<file path="config.mk">
export PLATFORM = sky130hd
export DESIGN_NAME = sram_fifo_ctrl_flat
export DESIGN_NICKNAME = d
export VERILOG_FILES = /design/src/rtl/sram_fifo_ctrl_if.sv /design/src/rtl/sram_fifo_ctrl.sv /design/src/flat_wrapper.sv
export SDC_FILE = /design/constraint.sdc
export NUM_CORES = 1
export LEC_CHECK = 0
export CAP_MARGIN = 20
export CORE_ASPECT_RATIO = 0.7
export CORE_MARGIN = 2
export CORE_UTILIZATION = 47
export DETAILED_ROUTE_END_ITERATION = 10
export PLACE_DENSITY = 0.87
export SLEW_MARGIN = 30
export SYNTH_ARGS = -nofsm -noshare
export SYNTH_HDL_FRONTEND = slang
export SYNTH_SLANG_ARGS = --single-unit
</file>
<file path="constraint.sdc">
create_clock -name i_clk -period 17.3 [get_ports i_clk]
set_input_delay 2.595 -clock i_clk [delete_from_list [all_inputs] [get_ports i_clk]]
set_output_delay 2.595 -clock i_clk [all_outputs]
set_load 0.02 [all_outputs]
</file>
<file path="src/rtl/sram_fifo_ctrl_if.sv">
// Valid/ready stream bundle used on both the upstream and downstream sides
// of sram_fifo_ctrl.
interface sram_fifo_ctrl_if #(
    parameter int DATA_WIDTH = 88
);
    logic                  valid;
    logic                  ready;
    logic [DATA_WIDTH-1:0] data;

    modport master (output valid, output data, input ready);
    modport slave  (input valid, input data, output ready);
endinterface

</file>
<file path="src/rtl/sram_fifo_ctrl.sv">
// Streaming FIFO controller in front of a simple-dual-port SRAM; a 2-entry
// output buffer absorbs the SRAM's registered read latency (first-word-fall-through).
module sram_fifo_ctrl #(
    parameter int DATA_WIDTH = 88,
    parameter int ADDR_WIDTH = 10,
    parameter int RAM_DEPTH  = 1024
) (
    input  logic                  i_clk,
    input  logic                  i_rst,
    sram_fifo_ctrl_if.slave       i_in,
    sram_fifo_ctrl_if.master      o_out,
    output logic [ADDR_WIDTH+1:0] o_fifo_count,
    output logic                  o_sram_wr_cen,
    output logic [ADDR_WIDTH-1:0] o_sram_wr_a,
    output logic [DATA_WIDTH-1:0] o_sram_wr_d,
    output logic                  o_sram_rd_cen,
    output logic [ADDR_WIDTH-1:0] o_sram_rd_a,
    input  logic [DATA_WIDTH-1:0] i_sram_rd_q
);
    localparam int                    CW       = ADDR_WIDTH + 2;
    localparam logic [ADDR_WIDTH:0]   FULL_CNT = (ADDR_WIDTH+1)'(RAM_DEPTH);
    localparam logic [ADDR_WIDTH-1:0] LAST_A   = ADDR_WIDTH'(RAM_DEPTH - 1);

    logic [ADDR_WIDTH-1:0] r_wr_ptr;
    logic [ADDR_WIDTH-1:0] r_rd_ptr;
    logic [ADDR_WIDTH:0]   r_sram_cnt;
    logic                  r_rd_pend;
    logic [DATA_WIDTH-1:0] r_ob [2];
    logic                  r_ob_head;
    logic [1:0]            r_ob_cnt;
    logic [CW-1:0]         r_fifo_count;

    logic                  w_in_ready;
    logic                  w_out_valid;
    logic                  w_push;
    logic                  w_pop;
    logic                  w_issue;
    logic [2:0]            w_ob_load;
    logic                  w_ob_tail;
    logic [ADDR_WIDTH:0]   w_sram_cnt_nxt;
    logic [1:0]            w_ob_cnt_nxt;
    logic [CW-1:0]         w_fifo_count_nxt;

    assign w_in_ready  = ~i_rst & (r_sram_cnt != FULL_CNT);
    assign w_out_valid = ~i_rst & (r_ob_cnt != 2'd0);
    assign w_push      = i_in.valid & w_in_ready;
    assign w_pop       = w_out_valid & o_out.ready;

    // Count what the buffer will hold once the in-flight read lands; a pop this
    // cycle frees a slot, hence the combinational dependence on out_ready.
    assign w_ob_load = {1'b0, r_ob_cnt} + {2'b00, r_rd_pend};
    assign w_issue   = ~i_rst & (r_sram_cnt != '0) & (w_ob_load < (3'd2 + {2'b00, w_pop}));

    assign w_ob_tail = r_ob_head ^ r_ob_cnt[0];

    always_comb begin
        w_sram_cnt_nxt = r_sram_cnt;
        if (w_push && !w_issue) begin
            w_sram_cnt_nxt = r_sram_cnt + 1'b1;
        end else if (!w_push && w_issue) begin
            w_sram_cnt_nxt = r_sram_cnt - 1'b1;
        end

        w_ob_cnt_nxt = r_ob_cnt;
        if (r_rd_pend && !w_pop) begin
            w_ob_cnt_nxt = r_ob_cnt + 1'b1;
        end else if (!r_rd_pend && w_pop) begin
            w_ob_cnt_nxt = r_ob_cnt - 1'b1;
        end

        w_fifo_count_nxt = CW'(w_sram_cnt_nxt) + CW'(w_issue) + CW'(w_ob_cnt_nxt);
    end

    always_ff @(posedge i_clk) begin
        if (i_rst) begin
            r_wr_ptr     <= '0;
            r_rd_ptr     <= '0;
            r_sram_cnt   <= '0;
            r_rd_pend    <= 1'b0;
            r_ob_head    <= 1'b0;
            r_ob_cnt     <= 2'd0;
            r_fifo_count <= '0;
        end else begin
            if (w_push) begin
                r_wr_ptr <= (r_wr_ptr == LAST_A) ? '0 : r_wr_ptr + 1'b1;
            end
            if (w_issue) begin
                r_rd_ptr <= (r_rd_ptr == LAST_A) ? '0 : r_rd_ptr + 1'b1;
            end
            if (w_pop) begin
                r_ob_head <= ~r_ob_head;
            end
            r_sram_cnt   <= w_sram_cnt_nxt;
            r_rd_pend    <= w_issue;
            r_ob_cnt     <= w_ob_cnt_nxt;
            r_fifo_count <= w_fifo_count_nxt;
        end
    end

    // Buffer storage carries no reset; validity is tracked by r_ob_cnt alone.
    always_ff @(posedge i_clk) begin
        if (r_rd_pend && !i_rst) begin
            r_ob[w_ob_tail] <= i_sram_rd_q;
        end
    end

    assign i_in.ready    = w_in_ready;
    assign o_out.valid   = w_out_valid;
    assign o_out.data    = r_ob[r_ob_head];
    assign o_fifo_count  = r_fifo_count;
    assign o_sram_wr_cen = ~w_push;
    assign o_sram_wr_a   = r_wr_ptr;
    assign o_sram_wr_d   = i_in.data;
    assign o_sram_rd_cen = ~w_issue;
    assign o_sram_rd_a   = r_rd_ptr;
endmodule
</file>
<file path="src/flat_wrapper.sv">
// flat-port wrapper written by rule: the top's interface ports become plain ports
module sram_fifo_ctrl_flat 
#(
    parameter int DATA_WIDTH = 88,
    parameter int ADDR_WIDTH = 10,
    parameter int RAM_DEPTH  = 1024
)
  (i_clk, i_rst, o_fifo_count, o_sram_wr_cen, o_sram_wr_a, o_sram_wr_d, o_sram_rd_cen, o_sram_rd_a, i_sram_rd_q, i_in_valid, i_in_data, i_in_ready, o_out_valid, o_out_data, o_out_ready);
  sram_fifo_ctrl_if #(.DATA_WIDTH(DATA_WIDTH)) i_in_i ();
  sram_fifo_ctrl_if #(.DATA_WIDTH(DATA_WIDTH)) o_out_i ();
  input  logic i_clk;
  input  logic i_rst;
  output logic [ADDR_WIDTH+1:0] o_fifo_count;
  output logic o_sram_wr_cen;
  output logic [ADDR_WIDTH-1:0] o_sram_wr_a;
  output logic [DATA_WIDTH-1:0] o_sram_wr_d;
  output logic o_sram_rd_cen;
  output logic [ADDR_WIDTH-1:0] o_sram_rd_a;
  input  logic [DATA_WIDTH-1:0] i_sram_rd_q;
  input wire logic [$bits(i_in_i.valid)-1:0] i_in_valid;
  input wire logic [$bits(i_in_i.data)-1:0] i_in_data;
  output wire logic [$bits(i_in_i.ready)-1:0] i_in_ready;
  output wire logic [$bits(o_out_i.valid)-1:0] o_out_valid;
  output wire logic [$bits(o_out_i.data)-1:0] o_out_data;
  input wire logic [$bits(o_out_i.ready)-1:0] o_out_ready;
  assign i_in_i.valid = i_in_valid;
  assign i_in_i.data = i_in_data;
  assign i_in_ready = i_in_i.ready;
  assign o_out_valid = o_out_i.valid;
  assign o_out_data = o_out_i.data;
  assign o_out_i.ready = o_out_ready;
  sram_fifo_ctrl #(.DATA_WIDTH(DATA_WIDTH), .ADDR_WIDTH(ADDR_WIDTH), .RAM_DEPTH(RAM_DEPTH)) u_core (.i_clk(i_clk), .i_rst(i_rst), .i_in(i_in_i), .o_out(o_out_i), .o_fifo_count(o_fifo_count), .o_sram_wr_cen(o_sram_wr_cen), .o_sram_wr_a(o_sram_wr_a), .o_sram_wr_d(o_sram_wr_d), .o_sram_rd_cen(o_sram_rd_cen), .o_sram_rd_a(o_sram_rd_a), .i_sram_rd_q(i_sram_rd_q));
endmodule
</file>
==> results.md, run 1 <==
* ANT cells at 0
* Syn Area/Cell at 14.5 um^2
* Slew headroom at 42.0%
* Pint at 1.31 mW
* Worst R2R Start: u_core.r_sram_cnt[1]$_SDFF_PP0_
* Via count at 5655
* Area growth syn-to-layout at 26.8%
* RSZ-0062 raised after global routing: no
* Cells after DPL at 1043
* Combinational share of power at 37.0%
* Max Buffers Root-to-Sink at 3
* R2r setup slk at 13.25 ns
* Worst R2R Path Depth at 12
* #FFs+latches synth at 224
* WHS Path Cells at 2
* Final Hold Viols at 0
* Nets@finish at 987
* First-pass iteration count of the detailed router at 5
* Starting density of the core at 48.1%
* Setup CP Type: primary input to output port
* Root Buffer: clkbuf_16
* Iteration-0 DRC Markers at 344
* Fin. max-slew vios at 0
* Die Area at 0.0215 mm^2
* Sw Pwr at 0.625 mW
* Worst Path Arrival at 4.79 ns
* Hold_buf cts at 0
* FMAX at 0.135 GHz
* Synth warnings at 0
* Req. time, crit path at 14.70 ns
* Pwr/cell area at 160 mW/mm^2
* RR Endpoint: u_core.o_fifo_count[8]$_SDFF_PP0_
* I/O Buffers at 215
* Synthesized area at 0.00954 mm^2
* Post-layout min period at 7.38 ns
* Part of the power in registers at 37.3%
* Cells after Synth at 660
* Yosys cell types at 59
* CTS clk-pin slew, worst paths at 0.06 ns
* Final setup vio count at 0
* Post-CTS Setup Bufs at 0
* Antenna-violating nets left at 0
* Core area at 0.0199 mm^2
* Routability Congestion at 0.900
* CTS tree: done
* Status: complete, no violations
* FP Rows at 43
* H-tree depth at 1
* Most used DFF post-synth: edfxtp_1
* Min setup slack post-route at 9.92 ns
* Crit end category: output port
* Worst skew pair latency at 0.50 ns
* Place WS at 9.94 ns
* Hold Startpoint: u_core.o_sram_rd_a[1]$_SDFFE_PP0P_
* Sw frac at 32.3%
* Vias per inst at 5.22
* CP Launch Type: primary input
* Grt ovf at 0
* Post-synth EDFFs at 176
* Largest net degree at the start of global routing at 59
* Net Count, Synth at 850
* Die X-Extent at 174 um
* Die height at 123 um
* Drt wl/cell at 19.0 um
* Clock skew at 0.0145 ns
* Measured slew at the worst slew-check pin at 0.863 ns
* Post-CTS Resized at 0
* Half-perimeter wire length after placement at 14000 um
* Crit share post-route at 42.7%
* Most common cell after layout, fill and taps aside: clkdlybuf4s50_1
* Final setup TNS at 0 ns
* Lkg Pwr at 4.14 nW
* Initial antenna violation count at 0
* HP Class: register to register
* Fraction of layout instances using a drive strength above 1 at 18.2%
* Clock share of power at 25.8%
* Worst-path fanout max at 32
* Sequential element share of the synthesized area at 65.5%
* Final WL at 20600 um
* Total GRT Usage at 18.4%
* Commonest non-fill, non-tap cells in the layout: clkdlybuf4s50_1, edfxtp_1, mux2_2
* Final non-filler cell total at 1083
* Num CTS Buffers at 22
* DRC at 0
* Number of global-route vias before repair at 5538
* Final Core Density at 61.0%
* FFs w/ async S/R, synth at 0%
* Total I/O pin count at 392
* First-pass GRT wire length at 30500 um
* Peak VDD IR at 0.136 mV
* Clk sink count at 224
* End of the worst hold path: u_core.o_sram_rd_a[1]$_SDFFE_PP0P_
* MaxCap Viol Count at 0
## per-layer routing
layer | routed length, um | global-route usage (%)
met3 | 2160 | 6.64
met1 | 8770 | 25.2
met4 | 554 | 5.51
met5 | 0 | 0
met2 | 9100 | 27.7
## power by group through the flow
| stage | registers (mW) | clock network (mW) | logic, mW |
|---|---|---|---|
| after global placement | 0.727 | 0 | 0.702 |
| final | 0.721 | 0.499 | 0.716 |
| after detailed placement | 0.732 | 0 | 0.710 |
| after floorplan | 0.733 | 0 | 0.474 |
| after CTS | 0.722 | 0.509 | 0.715 |
| after global routing | 0.730 | 0.529 | 0.761 |
## cell type report
class / instances / area [um^2]
repair buffers: 221 / 2200
multi-input cells: 312 / 2490
clock inverters: 6 / 104
fillers: 1462 / 7750
inverters: 16 / 60.1
clock buffers: 34 / 662
flip-flops and latches: 224 / 6250
well taps: 270 / 338
## flip-flops by register name (all words and copies together) (netlist names), named ones only
name,cells
u_core.o_fifo_count,12
u_core.o_sram_rd_a,10
u_core.o_sram_wr_a,10
u_core.r_ob,176
u_core.r_ob_cnt,2
u_core.r_ob_head,1
u_core.r_rd_pend,1
u_core.r_sram_cnt,11
## worst max-delay path by stage
stage / startpoint / endpoint / slack, ns / depth (start not counted)
2_1_floorplan: i_rst / u_core.r_ob[1][0]$_DFFE_PP_ / 7.40 / 2
3_3_place_gp: i_rst / o_sram_wr_cen / 10.01 / 6
3_5_place_dp: i_rst / o_sram_wr_cen / 9.94 / 6
4_1_cts: i_rst / o_sram_wr_cen / 9.93 / 6
5_1_grt: i_rst / o_sram_wr_cen / 9.80 / 6
6_report: i_rst / o_sram_wr_cen / 9.92 / 6
## critical path, stage by stage
cell and delay, ns:
clkdlybuf4s50_1 0.40, buf_4 0.24, nand2b_1 0.24, a41oi_2 0.59
inv_1 0.14, clkdlybuf4s50_1 0.58
## Yosys cell counts, drive strengths merged, types with 3 or more instances
library cell	n	share of area, %
nor3b	3	0.34
a21oi	17	0.89
or3	7	0.46
a211oi	3	0.24
buf	95	7.4
nand2	17	0.67
edfxtp	176	55
nor3	6	0.31
a31oi	3	0.20
nand3	10	0.52
o21ai	11	0.58
ha	9	1.2
dfxtp	48	10
a41oi	3	0.35
xor2	15	1.4
nand4	9	0.59
clkbuf	13	0.51
nor4	4	0.42
nor2	44	1.8
mux2	91	11
inv	16	0.63
and3	8	0.59
xnor2	16	1.5
and2	10	0.71
## through the flow
step | instance area, um^2 | total power [mW] | hold WS, ns
6_report | 12100 | 1.94 | 0.509
5_1_grt | 12100 | 2.02 | 0.569
3_5_place_dp | 11300 | 1.44 | 0.509
2_1_floorplan | 9540 | 1.21 | 0.524
3_3_place_gp | 11300 | 1.43 | 0.501
4_1_cts | 12100 | 1.95 | 0.517
## logic make-up (layout without fill, tap and decap cells)
logic type / count (synthesis) / count (layout) / share of synthesized area, %
compound gates: 43 / 43 / 2.78
xor+xnor: 31 / 31 / 2.85
fa+ha+maj: 11 / 11 / 1.50
buf+inv: 124 / 277 / 8.52
flops: 224 / 224 / 65.5
mux: 93 / 93 / 11.0
simple gates: 134 / 134 / 7.86
Power figures use the tool's default switching activity.
==> run 2, diff against run 1 <==
--- a/config.mk
+++ b/config.mk
@@ -8,9 +8,9 @@
 export CAP_MARGIN = 20
 export CORE_ASPECT_RATIO = 0.7
 export CORE_MARGIN = 2
-export CORE_UTILIZATION = 47
+export CORE_UTILIZATION = 39
 export DETAILED_ROUTE_END_ITERATION = 10
-export PLACE_DENSITY = 0.87
+export PLACE_DENSITY = 0.77
 export SLEW_MARGIN = 30
 export SYNTH_ARGS = -nofsm -noshare
 export SYNTH_HDL_FRONTEND = slang
==> constraint.sdc (replaced) <==
create_clock -name i_clk -period 6 [get_ports i_clk]
set_input_delay 0.9 -clock i_clk [delete_from_list [all_inputs] [get_ports i_clk]]
set_output_delay 0.9 -clock i_clk [all_outputs]
set_load 0.02 [all_outputs]
==> results.md, run 2 (same netlist as run 1, synthesis figures left out) <==
* Origin of the worst setup path: o_out_ready
* Buf+Inv Stages, Crit Path at 3
* WHS Path Cells at 2
* Fin. max-slew vios at 0
* Fillers at 2056
* Req. time, crit path at 6.39 ns
* Peak VDD IR at 0.237 mV
* Die Area at 0.0257 mm^2
* Worst R2R Path Depth at 13
* I/O Buffers at 215
* Worst-path fanout max at 12
* Total Power at 5.45 mW
* CTS tree: done
* Max stage delay cell, worst path: fa_1
* Min setup slack post-route at 1.80 ns
* CP delay by family, top: simple AND/OR/NAND/NOR gates
* CP Launch Type: primary input
* Vias per inst at 4.97
* Total GRT Usage at 15.9%
* MaxCap Viol Count at 0
* Final setup vio count at 0
* Nets@finish at 990
* Half-perimeter wire length after placement at 14700 um
* Worst skew pair latency at 0.51 ns
* Largest net degree at the start of global routing at 59
* ANT cells at 0
* CP dominant cell by count: nor2_1
* First-pass iteration count of the detailed router at 5
* Slew headroom at 41.0%
* Iteration-0 DRC Markers at 245
* Worst R2R Start: u_core.r_rd_pend$_SDFF_PP0_
* Antenna-violating nets left at 0
* Root Buffer: clkbuf_16
* Via count at 5632
* Crit end category: register
* Clk sink count at 224
* Lkg Pwr at 4.13 nW
* Area growth syn-to-layout at 27.2%
* Final Hold Viols at 0
* Initial antenna violation count at 0
* Grt ovf at 0
* Clock share of power at 24.1%
* Final Core Density at 50.9%
* Core area at 0.0238 mm^2
* DRC at 0
* Combinational share of power at 37.3%
* Final WL at 21200 um
* Cells after DPL at 1093
* Routability Congestion at 0.872
* Hold_buf cts at 0
* Max reg flops at 176
* Setup CP Type: primary input to register
* End of the worst hold path: u_core.o_sram_wr_a[9]$_SDFFE_PP0P_
* Fraction of layout instances using a drive strength above 1 at 18.4%
* Post-CTS Setup Bufs at 0
* Place WS at 1.39 ns
* Final setup TNS at 0 ns
* Starting density of the core at 40.1%
* Worst Path Arrival at 4.59 ns
* Post-CTS Resized at 0
* RR Endpoint: u_core.o_fifo_count[8]$_SDFF_PP0_
* Status: complete, no violations
* Sw Pwr at 1.80 mW
* Commonest non-fill, non-tap cells in the layout: clkdlybuf4s50_1, edfxtp_1, mux2_2
* CP max stage delay at 0.49 ns
* Die X-Extent at 191 um
* Drt wl/cell at 18.7 um
* Most common cell after layout, fill and taps aside: clkdlybuf4s50_1
* Clock skew at 0.0152 ns
* First-pass GRT wire length at 31300 um
* FP Rows at 47
* Crit share post-route at 69.9%
* Num CTS Buffers at 23
* Reg with most FFs: u_core.r_ob
* Measured slew at the worst slew-check pin at 0.878 ns
* Pint at 3.65 mW
* Number of global-route vias before repair at 5728
* Hold Startpoint: u_core.o_sram_wr_a[9]$_SDFFE_PP0P_
* RSZ-0062 raised after global routing: no
* FMAX at 0.238 GHz
* CTS clk-pin slew, worst paths at 0.06 ns
* Final non-filler cell total at 1134
* Post-layout min period at 4.20 ns
* Crit-path cells: clkdlybuf4s50_1 -> or3b_1 -> a21o_1 -> nor2_1 -> buf_4 -> inv_1 -> maj3_1 -> nor2_1 -> a21oi_1 -> fa_1 -> nor4b_2 -> nand2_1 -> mux2_1
* Sw frac at 33.0%
* HP Class: register to register
* Pwr/cell area at 449 mW/mm^2
* Total I/O pin count at 392
* Die height at 135 um
* H-tree depth at 1
* Part of the power in registers at 38.6%
* Max Buffers Root-to-Sink at 3
* R2r setup slk at 1.91 ns
## run 2: power groups by stage
stage / logic (mW) / registers, mW / clock network, mW
after CTS: 2.05 / 2.11 / 1.35
after floorplan: 1.37 / 2.10 / 0
after global routing: 2.19 / 2.13 / 1.41
final: 2.03 / 2.10 / 1.31
after global placement: 2.01 / 2.13 / 0
after detailed placement: 2.04 / 2.14 / 0
## run 2: metrics by stage
stage	hold WS [ns]	cell area, um^2
after floorplan	0.524	9550
after global placement	0.486	11400
after detailed placement	0.499	11400
after CTS	0.510	12100
after global routing	0.529	12100
final	0.503	12100
## run 2: layout make-up
class,instances,area [um^2],area share [%]
clock buffer,31,641,5.28
tap,318,398,3.28
multi-input combinational,312,2500,20.6
clock inverter,10,51.3,0.423
timing repair buffer,223,2240,18.4
inverter,16,60.1,0.495
sequential,224,6250,51.5
## run 2: per-layer routing
metal | up-vias | wire length [um] | global-route usage [%]
met5 | - | 0 | 0
met4 | 0 | 820 | 6.59
met3 | 59 | 2530 | 8.11
met2 | 281 | 9290 | 24.5
met1 | 2684 | 8520 | 18.7
li1 | 2608 | - | -
## run 2: worst max path at each step
stage,depth (start not counted),to
after global placement,13,u_core.o_fifo_count[8]$_SDFF_PP0_
final,13,u_core.o_fifo_count[8]$_SDFF_PP0_
after detailed placement,13,u_core.o_fifo_count[8]$_SDFF_PP0_
after global routing,12,u_core.o_fifo_count[8]$_SDFF_PP0_
after CTS,13,u_core.o_fifo_count[8]$_SDFF_PP0_
after floorplan,2,u_core.r_ob[1][0]$_DFFE_PP_
## run 2: tightest hold or removal path, stage by stage, from the launching register on
cell and delay [ns]:
dfxtp_1 0.33, o21ai_0 0.07, a21oi_1 0.06
